### config.mk
export PLATFORM = sky130hd
export DESIGN_NAME = uart_tx_periph_flat
export DESIGN_NICKNAME = d
export VERILOG_FILES = /design/src/rtl/periph_pkg.sv /design/src/rtl/uart_tx_periph_if.sv /design/src/rtl/uart_tx_periph_baud.sv /design/src/rtl/uart_tx_periph.sv /design/src/flat_wrapper.sv
export SDC_FILE = /design/constraint.sdc
export NUM_CORES = 1
export LEC_CHECK = 0
export ABC_AREA = 0
export BUFFER_PORTS_ARGS = -buffer_cell sky130_fd_sc_hd__clkbuf_2
export CELL_PAD_IN_SITES_DETAIL_PLACEMENT = 0
export CELL_PAD_IN_SITES_GLOBAL_PLACEMENT = 1
export CORE_AREA = 2 2 78 80
export CTS_BUF_LIST = sky130_fd_sc_hd__clkbuf_4
export DETAILED_ROUTE_END_ITERATION = 10
export DIE_AREA = 0 0 80 82
export PLACE_DENSITY = 0.77
export RECOVER_POWER = 100
export SKIP_LAST_GASP = 1
export SLEW_MARGIN = 15
export SYNTH_ARGS = -nofsm -noshare
export SYNTH_HDL_FRONTEND = slang
export SYNTH_SLANG_ARGS = --single-unit
### constraint.sdc
create_clock -name clk -period 3.1 [get_ports clk]
set_clock_uncertainty 0.05 [all_clocks]
set_input_delay 0.62 -clock clk [delete_from_list [all_inputs] [get_ports clk]]
set_output_delay 0.62 -clock clk [all_outputs]
set_load 0.01 [all_outputs]
### src/rtl/periph_pkg.sv
// Shared peripheral definitions: bus addresses, UART TX FSM states and UART_CON bit positions.
package periph_pkg;

    localparam logic [31:0] UART_TXD_ADDR = 32'h4000_0018;
    localparam logic [31:0] UART_CON_ADDR = 32'h4000_0020;

    typedef enum logic [1:0] {IDLE, START, DATA, STOP} uart_tx_state_e;

    // UART_CON register bit positions (TX half)
    localparam int CON_IRQ_EN_BIT    = 1;
    localparam int CON_TX_DONE_BIT   = 2;
    localparam int CON_HOLD_FULL_BIT = 3;
    localparam int CON_TX_BUSY_BIT   = 4;

    // Positions inside the 3-bit con_tx readback bundle
    localparam int CONTX_DONE = 0;
    localparam int CONTX_HOLD = 1;
    localparam int CONTX_BUSY = 2;

    function automatic int baud_div(input int clk_freq, input int baud);
        return clk_freq / baud;
    endfunction

endpackage

### src/rtl/uart_tx_periph_if.sv
// Peripheral bus port of the UART transmitter: CPU strobes in, UART_CON TX bits and irq out.
interface uart_tx_periph_if;
    logic        mem_wr;
    logic        mem_rd;
    logic [31:0] addr;
    logic [31:0] wdata;
    logic [2:0]  con_tx;
    logic        irq_tx;

    modport master (output mem_wr, mem_rd, addr, wdata, input con_tx, irq_tx);
    modport slave  (input mem_wr, mem_rd, addr, wdata, output con_tx, irq_tx);
endinterface

### src/rtl/uart_tx_periph_baud.sv
// Bit-period counter: counts 0..DIV-1 while enabled and pulses bit_end on the last clock.
module baud_tick_gen #(
    parameter int DIV = 16
) (
    input  logic clk,
    input  logic reset,
    input  logic clr,
    input  logic en,
    output logic bit_end
);
    localparam int CW = (DIV > 1) ? $clog2(DIV) : 1;
    localparam logic [CW-1:0] LAST = CW'(DIV - 1);

    logic [CW-1:0] cnt;

    assign bit_end = en && (cnt == LAST);

    always_ff @(posedge clk) begin
        if (reset || clr)
            cnt <= '0;
        else if (en)
            cnt <= bit_end ? '0 : cnt + CW'(1);
    end
endmodule

### src/rtl/uart_tx_periph.sv
// Memory-mapped 8N1 UART transmitter with one holding register behind the shifter.
module uart_tx_periph
    import periph_pkg::*;
#(
    parameter int CLK_FREQ = 100_000_000,
    parameter int BAUD     = 9600
) (
    input  logic             clk,
    input  logic             reset,
    uart_tx_periph_if.slave  bus,
    output logic             txd
);
    localparam int DIV = baud_div(CLK_FREQ, BAUD);

    uart_tx_state_e state;
    logic [7:0] shifter, hold;
    logic [2:0] idx;
    logic       hold_full, tx_busy, tx_done, irq_en;
    logic       bit_end, consume, done_set;
    logic       wr_txd, wr_con, rd_con;
    logic       unused_wdata;

    assign wr_txd = bus.mem_wr && (bus.addr == UART_TXD_ADDR);
    assign wr_con = bus.mem_wr && (bus.addr == UART_CON_ADDR);
    assign rd_con = bus.mem_rd && (bus.addr == UART_CON_ADDR);
    assign unused_wdata = ^bus.wdata[31:8];

    // Hold is emptied either from IDLE or at the end of a stop bit (back-to-back reload)
    assign consume  = hold_full && ((state == IDLE) || ((state == STOP) && bit_end));
    assign done_set = (state == STOP) && bit_end;

    baud_tick_gen #(.DIV(DIV)) u_baud (
        .clk     (clk),
        .reset   (reset),
        .clr     (consume),
        .en      (state != IDLE),
        .bit_end (bit_end)
    );

    always_ff @(posedge clk) begin
        if (reset) begin
            state     <= IDLE;
            txd       <= 1'b1;
            shifter   <= '0;
            hold      <= '0;
            idx       <= '0;
            hold_full <= 1'b0;
            tx_busy   <= 1'b0;
            tx_done   <= 1'b0;
            irq_en    <= 1'b0;
        end else begin
            // A write landing on the consume cycle refills the freed hold register
            if (wr_txd && (!hold_full || consume)) begin
                hold      <= bus.wdata[7:0];
                hold_full <= 1'b1;
            end else if (consume) begin
                hold_full <= 1'b0;
            end

            if (wr_con)
                irq_en <= bus.wdata[CON_IRQ_EN_BIT];

            // Set wins over read-clear or explicit clear
            tx_done <= done_set
                     | (tx_done & ~(wr_con & bus.wdata[CON_TX_DONE_BIT]) & ~rd_con);

            case (state)
                IDLE: begin
                    txd <= 1'b1;
                    if (hold_full) begin
                        shifter <= hold;
                        tx_busy <= 1'b1;
                        txd     <= 1'b0;
                        state   <= START;
                    end
                end
                START: if (bit_end) begin
                    idx   <= '0;
                    txd   <= shifter[0];
                    state <= DATA;
                end
                DATA: if (bit_end) begin
                    if (idx == 3'd7) begin
                        txd   <= 1'b1;
                        state <= STOP;
                    end else begin
                        idx <= idx + 3'd1;
                        txd <= shifter[idx + 3'd1];
                    end
                end
                STOP: if (bit_end) begin
                    if (hold_full) begin
                        shifter <= hold;
                        txd     <= 1'b0;
                        state   <= START;
                    end else begin
                        tx_busy <= 1'b0;
                        state   <= IDLE;
                    end
                end
                default: state <= IDLE;
            endcase
        end
    end

    assign bus.con_tx = {tx_busy, hold_full, tx_done};
    assign bus.irq_tx = tx_done & irq_en;

endmodule
### src/flat_wrapper.sv
// flat-port wrapper written by rule: the top's interface ports become plain ports
module uart_tx_periph_flat import periph_pkg::*;
#(
    parameter int CLK_FREQ = 100_000_000,
    parameter int BAUD     = 9600
)
  (clk, reset, txd, bus_mem_wr, bus_mem_rd, bus_addr, bus_wdata, bus_con_tx, bus_irq_tx);
  uart_tx_periph_if bus_i ();
  input  logic clk;
  input  logic reset;
  output logic txd;
  input wire logic [$bits(bus_i.mem_wr)-1:0] bus_mem_wr;
  input wire logic [$bits(bus_i.mem_rd)-1:0] bus_mem_rd;
  input wire logic [$bits(bus_i.addr)-1:0] bus_addr;
  input wire logic [$bits(bus_i.wdata)-1:0] bus_wdata;
  output wire logic [$bits(bus_i.con_tx)-1:0] bus_con_tx;
  output wire logic [$bits(bus_i.irq_tx)-1:0] bus_irq_tx;
  assign bus_i.mem_wr = bus_mem_wr;
  assign bus_i.mem_rd = bus_mem_rd;
  assign bus_i.addr = bus_addr;
  assign bus_i.wdata = bus_wdata;
  assign bus_con_tx = bus_i.con_tx;
  assign bus_irq_tx = bus_i.irq_tx;
  uart_tx_periph #(.CLK_FREQ(CLK_FREQ), .BAUD(BAUD)) u_core (.clk(clk), .reset(reset), .bus(bus_i), .txd(txd));
endmodule
==> impl_metrics.ini, run 1 <==
[placement]
dpl.cell_count = 345
dpl.hpwl_um = 3030
gp_congestion = 0.787
portBuffers = 48

[grt]
grt_pass1_vias = 1670
grtUsageTotal = 0.137
antenna_found_initial = 0
grt_max_degree = 40
grt.overflow.total = 0
grt_pass1_wl_um = 7200

[route]
first_pass_iters = 4
vias_per_cell = 4.94
drc = 0
finalWirelength_um = 4050
wl_per_cell_um = 11.5
drt_iter0_markers = 67
route.vias.total = 1744
antenna_left = 0

[setup_path]
rr_worst_depth = 8
arrival_ns = 2.79
critical_path.startpoint_type = register
reg2reg_to = u_core.hold[0]
r2r-start = u_core.state[1]
required_ns = 3.33
worstSetupPathType = register to register
path_max_fanout = 9
worstSetupEndpointType = register
ff2ff_setup_slack_ns = 0.54

[floorplan]
fp.coreArea_mm2 = 0.00575
num_rows = 28
start_util = 0.370
die_h_um = 82
io_pins = 73
die-area_mm2 = 0.00656
die_width_um = 80

[power_and_ir_drop]
p_sw_frac = 0.283
internal_power_uw = 688
switchingPower_uw = 271
power_frac_seq = 0.561
p_comb_frac = 0.168
powerDensity_mw_per_mm2 = 393
power.share.clock = 0.271
ir_drop_v = 0.000249
p_total_uw = 959
power_leakage_uw = 0.000924

[clocking]
numCtsBuffers = 5
htree_levels = 2
cts_root_buf = clkbuf_4
cts_hold_buf = 0
cts.sinks = 40
ctsResizeCount = 0
clkTransAtPathRegs_ns = 0.12
clockBufferDepth = 2
clk_latency_ns = 0.35
cts_setup_buffers = 0
cts_tree = built

[timing]
tns_ns = 0
grt_setup_unrepaired = false
hold_ws_ns = 0.433
setup_violations = 0
timing.fmax_ghz = 0.391
finalCriticalPeriod_ns = 2.56
fin_crit_sh = 0.825
slew_headroom = 0.577
hold_viol_final = 0
report.final.slew_viol_count = 0
worst_slew_pin_slew_ns = 0.635

[hold_path]
min_from = u_core.shifter[1]
hold_depth = 2
min_to = u_core.shifter[1]
holdCritPathClass = register to register

[final_layout]
drive_gt1_frac = 0.205
instances_no_fill = 353
antenna_cells = 0
fin_util = 0.424
nFillCells = 599
syn2layout_area_growth_pct = 14.7
nets = 353

[synthesis]
ys_ff_latch = 40
syn-cell-area_mm2 = 0.00212
synth.distinct_cells = 44
synth_fp_nets = 309
syn_avg_cell_area_um2 = 9.12
async_flop_share = 0
synth_edf_count = 0
synth_ff_type = dfxtp_1
ys_seq_area_frac = 0.377
syn_inst = 233
yosys_warnings = 0

[flow_run]
drv_cap = 0

[run_status]
status = completed
==> routing by layer <==
metal  GRT usage  vias to the layer above  routed length, um
met3      0.0352                        6                184
met5           0                        -                  0
met1       0.160                      800               1840
met4      0.0407                        0                 62
li1            -                      905                  -
met2       0.246                       33               1960
==> cells by family after synthesis <==
family / after synthesis / share of synthesized area
AOI/OAI and AO/OA: 30 / 0.0989
and+or+nand+nor: 102 / 0.268
DFF: 40 / 0.377
buffers and inverters: 20 / 0.0483
xor gates and xnor gates: 12 / 0.0495
muxes: 21 / 0.111
adders and majority gates: 8 / 0.0471
==> area by class of cell <==
type                       count  area (um2)  share of cell area
clock buffer                   5        37.5              0.0154
tap                           75        93.8              0.0385
sequential                    40         801               0.329
multi-input combinational    173        1210               0.498
clock inverter                 3        18.8             0.00770
timing repair buffer          51         250               0.103
inverter                       6        22.5             0.00924
==> power by group through the flow <==
stage	clock (uW)	combinational, uW	sequential [uW]
2_1_floorplan	0	118	548
3_3_place_gp	0	161	549
3_5_place_dp	0	164	549
4_1_cts	275	164	538
5_1_grt	294	182	540
6_report	260	161	538
==> metrics by stage <==
stage / worst slack (ns) / instance area, um2
after global placement: 0.726 / 2400
after CTS: 0.646 / 2460
after floorplan: 0.775 / 2120
final: 0.541 / 2440
after global routing: 0.299 / 2440
after detailed placement: 0.689 / 2400
==> worst max path at each step <==
stage                          from             end  slack, ns  depth (start not counted)
floorplan           u_core.state[1]  u_core.hold[0]       0.78                          9
global route        u_core.state[0]  u_core.hold[6]       0.30                          8
global placement       bus_addr[13]  u_core.hold[1]       0.73                          7
finish              u_core.state[1]  u_core.hold[0]       0.54                          8
CTS                 u_core.state[1]  u_core.hold[0]       0.65                          8
detailed placement  u_core.state[1]  u_core.hold[6]       0.69                          8
==> layout by cell type, fill, tap and decap left out, types with 2 or more instances in the layout <==
cell,instances
a211oi_1,3
a21oi_1,8
a22oi_1,2
and2_1,2
and3_1,4
and4b_1,2
clkbuf_1,6
clkbuf_2,44
clkbuf_4,5
clkinvlp_4,2
dfxtp_1,40
ha_1,8
inv_1,6
mux2i_1,18
mux4_2,2
nand2_1,10
nand2b_1,30
nand3_1,7
nand4_1,3
nand4b_1,2
nor2_1,23
nor3_1,5
nor4_1,7
nor4b_1,2
o21ai_0,7
xnor2_1,5
xor2_1,7
==> state kept, by name, summed over array words and instances (netlist names) <==
signal / cells
u_core.tx_busy: 1
u_core.hold_full: 1
u_core.shifter: 8
u_core.irq_en: 1
u_core.idx: 3
u_core.hold: 8
u_core.state: 2
u_core.txd: 1
u_core.tx_done: 1
u_core.u_baud.cnt: 14
==> synthesized netlist by cell type (2+ instances only) <==
cell type,instances,area (um2)
xor2_1,7,61.3
nand3_1,7,35.0
xnor2_1,5,43.8
dfxtp_1,40,801
and4b_1,2,20.0
clkbuf_1,7,26.3
a211oi_1,3,22.5
inv_1,6,22.5
nor4b_1,2,17.5
and3_1,4,25.0
nand2b_1,30,188
o21ai_0,7,35.0
nand4b_1,2,17.5
nor4_1,7,43.8
buf_4,5,37.5
nand4_1,3,18.8
mux4_2,2,45.0
nand2_1,9,33.8
mux2i_1,18,180
ha_1,8,100
nor3_1,5,25.0
a22oi_1,2,15.0
nor2_1,23,86.3
a21oi_1,8,40.0
and2_1,2,12.5
==> critical path: stages (launching register included) <==
cell	delay, ns
dfxtp_1	0.43
inv_1	0.10
ha_1	0.30
and4b_1	0.37
and4_1	0.25
nand2_1	0.15
a311oi_4	0.31
clkbuf_2	0.31
mux2i_1	0.21
No activity file was read; power rests on OpenSTA's default activity.
==> inputs of run 2 (changes only) <==
==> constraint.sdc (replaced) <==
create_clock -name clk -period 2.6 [get_ports clk]
set_clock_uncertainty 0.05 [all_clocks]
set_input_delay 0.52 -clock clk [delete_from_list [all_inputs] [get_ports clk]]
set_output_delay 0.52 -clock clk [all_outputs]
set_load 0.01 [all_outputs]
==> run 2 against run 1 <==
Power is 21% higher. Sequential share of layout area is 0.56 points lower. Die area did not move. Largest cell class unchanged. Routed wire length rose by 1.1%. Maximum frequency grew 11%. Global-route usage about the same. Hold slack got worse by 0.099 ns. Register-to-register slack lost 0.25 ns. Setup slack worse by 0.25 ns. Non-clock buffer count is 4 higher. Highest routed layer unchanged. Via count up 0.23%.
==> impl_metrics.ini, run 2 (same netlist as run 1, synthesis figures left out) <==
[timing]
fin_crit_sh = 0.889
finalCriticalPeriod_ns = 2.31
hold_ws_ns = 0.334
report.final.slew_viol_count = 0
worst_slew_pin_slew_ns = 0.504
hold_viol_final = 0
slew_headroom = 0.663
timing.fmax_ghz = 0.433
grt_setup_unrepaired = false
fin_ws_ns = 0.289
tns_ns = 0
setup_violations = 0

[setup_path]
cpLargestDelayFamily = simple AND/OR/NAND/NOR gates
path_max_fanout = 8
arrival_ns = 2.55
slowest_stage = dfxtp_1
critical_path.startpoint_type = register
worstSetupEndpointType = register
required_ns = 2.84
cpPeakStageDelay_ns = 0.39
crit_chain = inv_1 > ha_1 > and4b_1 > and4_1 > nand2_1 > a311oi_4 > buf_12 > mux2i_1
worstSetupPathType = register to register
crit_buf_inv = 2

[clocking]
numCtsBuffers = 5
clk_latency_ns = 0.35
clockBufferDepth = 2
cts_tree = built
cts_setup_buffers = 0
cts_root_buf = clkbuf_4
cts.sinks = 40
cts_hold_buf = 0
clkTransAtPathRegs_ns = 0.13
ctsResizeCount = 0
htree_levels = 2

[final_layout]
syn2layout_area_growth_pct = 16.7
instances_no_fill = 357
top_register = u_core.u_baud.cnt
final_common_cell = clkbuf_2
largest_register_ffs = 14
layout_common_cells = 43 x clkbuf_2, 40 x dfxtp_1, 30 x nand2b_1, 23 x nor2_1, 18 x mux2i_1
nets = 357
antenna_cells = 0
largestRegisters = u_core.u_baud.cnt x14, u_core.hold x8, u_core.shifter x8
drive_gt1_frac = 0.213

[route]
route.vias.total = 1748
first_pass_iters = 4
drt_iter0_markers = 64
finalWirelength_um = 4100
vias_per_cell = 4.90
drc = 0
antenna_left = 0
wl_per_cell_um = 11.5

[power_and_ir_drop]
p_comb_frac = 0.170
switchingPower_uw = 337
p_total_uw = 1160
p_sw_frac = 0.289
power_leakage_uw = 0.000943
power_frac_seq = 0.551
internal_power_uw = 827
ir_drop_v = 0.000360
power.share.clock = 0.279
powerDensity_mw_per_mm2 = 469

[placement]
gp_congestion = 0.766
place_ws_ns = 0.324
dpl.cell_count = 349
portBuffers = 48
dpl.hpwl_um = 3090

[floorplan]
die_h_um = 82
io_pins = 73
fp.coreArea_mm2 = 0.00575
start_util = 0.370
die_width_um = 80
num_rows = 28
die-area_mm2 = 0.00656

[flow_run]
drv_cap = 0

[grt]
grt_max_degree = 29
grtUsageTotal = 0.137
antenna_found_initial = 0
grt.overflow.total = 0
grt_pass1_vias = 1609
grt_pass1_wl_um = 7110

[hold_path]
holdCritPathClass = primary input to register

[run_status]
status = completed
run 2: cell count changes in the layout (fill, tap and decap cells not counted), sizes merged:
cell and delta:
buf +3, clkbuf +1
run 2: cell type report:
cell class,instances,area [um2]
clock buffer,5,37.5
clock inverter,3,23.8
fill,608,3270
inverter,6,22.5
multi-input combinational,173,1210
sequential,40,801
tap,75,93.8
timing repair buffer,55,288
run 2: final timing paths:
path	start	end	cells after the start	slack, ns
hold reg to reg	u_core.shifter[5]	u_core.shifter[5]	2	0.43
setup / recovery	u_core.state[0]	u_core.hold[6]	8	0.29
hold / removal	bus_wdata[4]	u_core.hold[4]	3	0.33
setup reg to reg	u_core.state[0]	u_core.hold[6]	8	0.29
run 2: per-layer routing:
| layer | vias up | global-route usage | share of wire |
|---|---|---|---|
| met5 | - | 0 | 0 |
| li1 | 910 | - | - |
| met3 | 7 | 0.0264 | 0.047 |
| met2 | 36 | 0.233 | 0.46 |
| met1 | 795 | 0.171 | 0.48 |
| met4 | 0 | 0.0559 | 0.017 |
run 2: worst reg2reg max path, delay by kind of cell, from the launching register on:
family,cells,cell delay (ns)
adder cells (fa/ha/maj),1,0.23
flip-flops,1,0.39
AND/OR/NAND/NOR,3,0.74
buffers and inverters,2,0.29
multiplexers,1,0.18
AO/OA/AOI/OAI,1,0.38
run 2: power by group through the flow:
stage | Sequential [uW] | Combinational [uW] | Clock, uW
after CTS | 642 | 205 | 344
after global routing | 645 | 226 | 356
final | 641 | 198 | 324
after global placement | 654 | 203 | 0
after floorplan | 654 | 140 | 0
after detailed placement | 655 | 203 | 0
run 2: per-stage QoR:
| stage | instance area (um2) | util |
|---|---|---|
| floorplan | 2120 | - |
| global placement | 2440 | 0.425 |
| detailed placement | 2440 | 0.425 |
| CTS | 2500 | 0.436 |
| global route | 2480 | 0.432 |
| finish | 2480 | 0.432 |
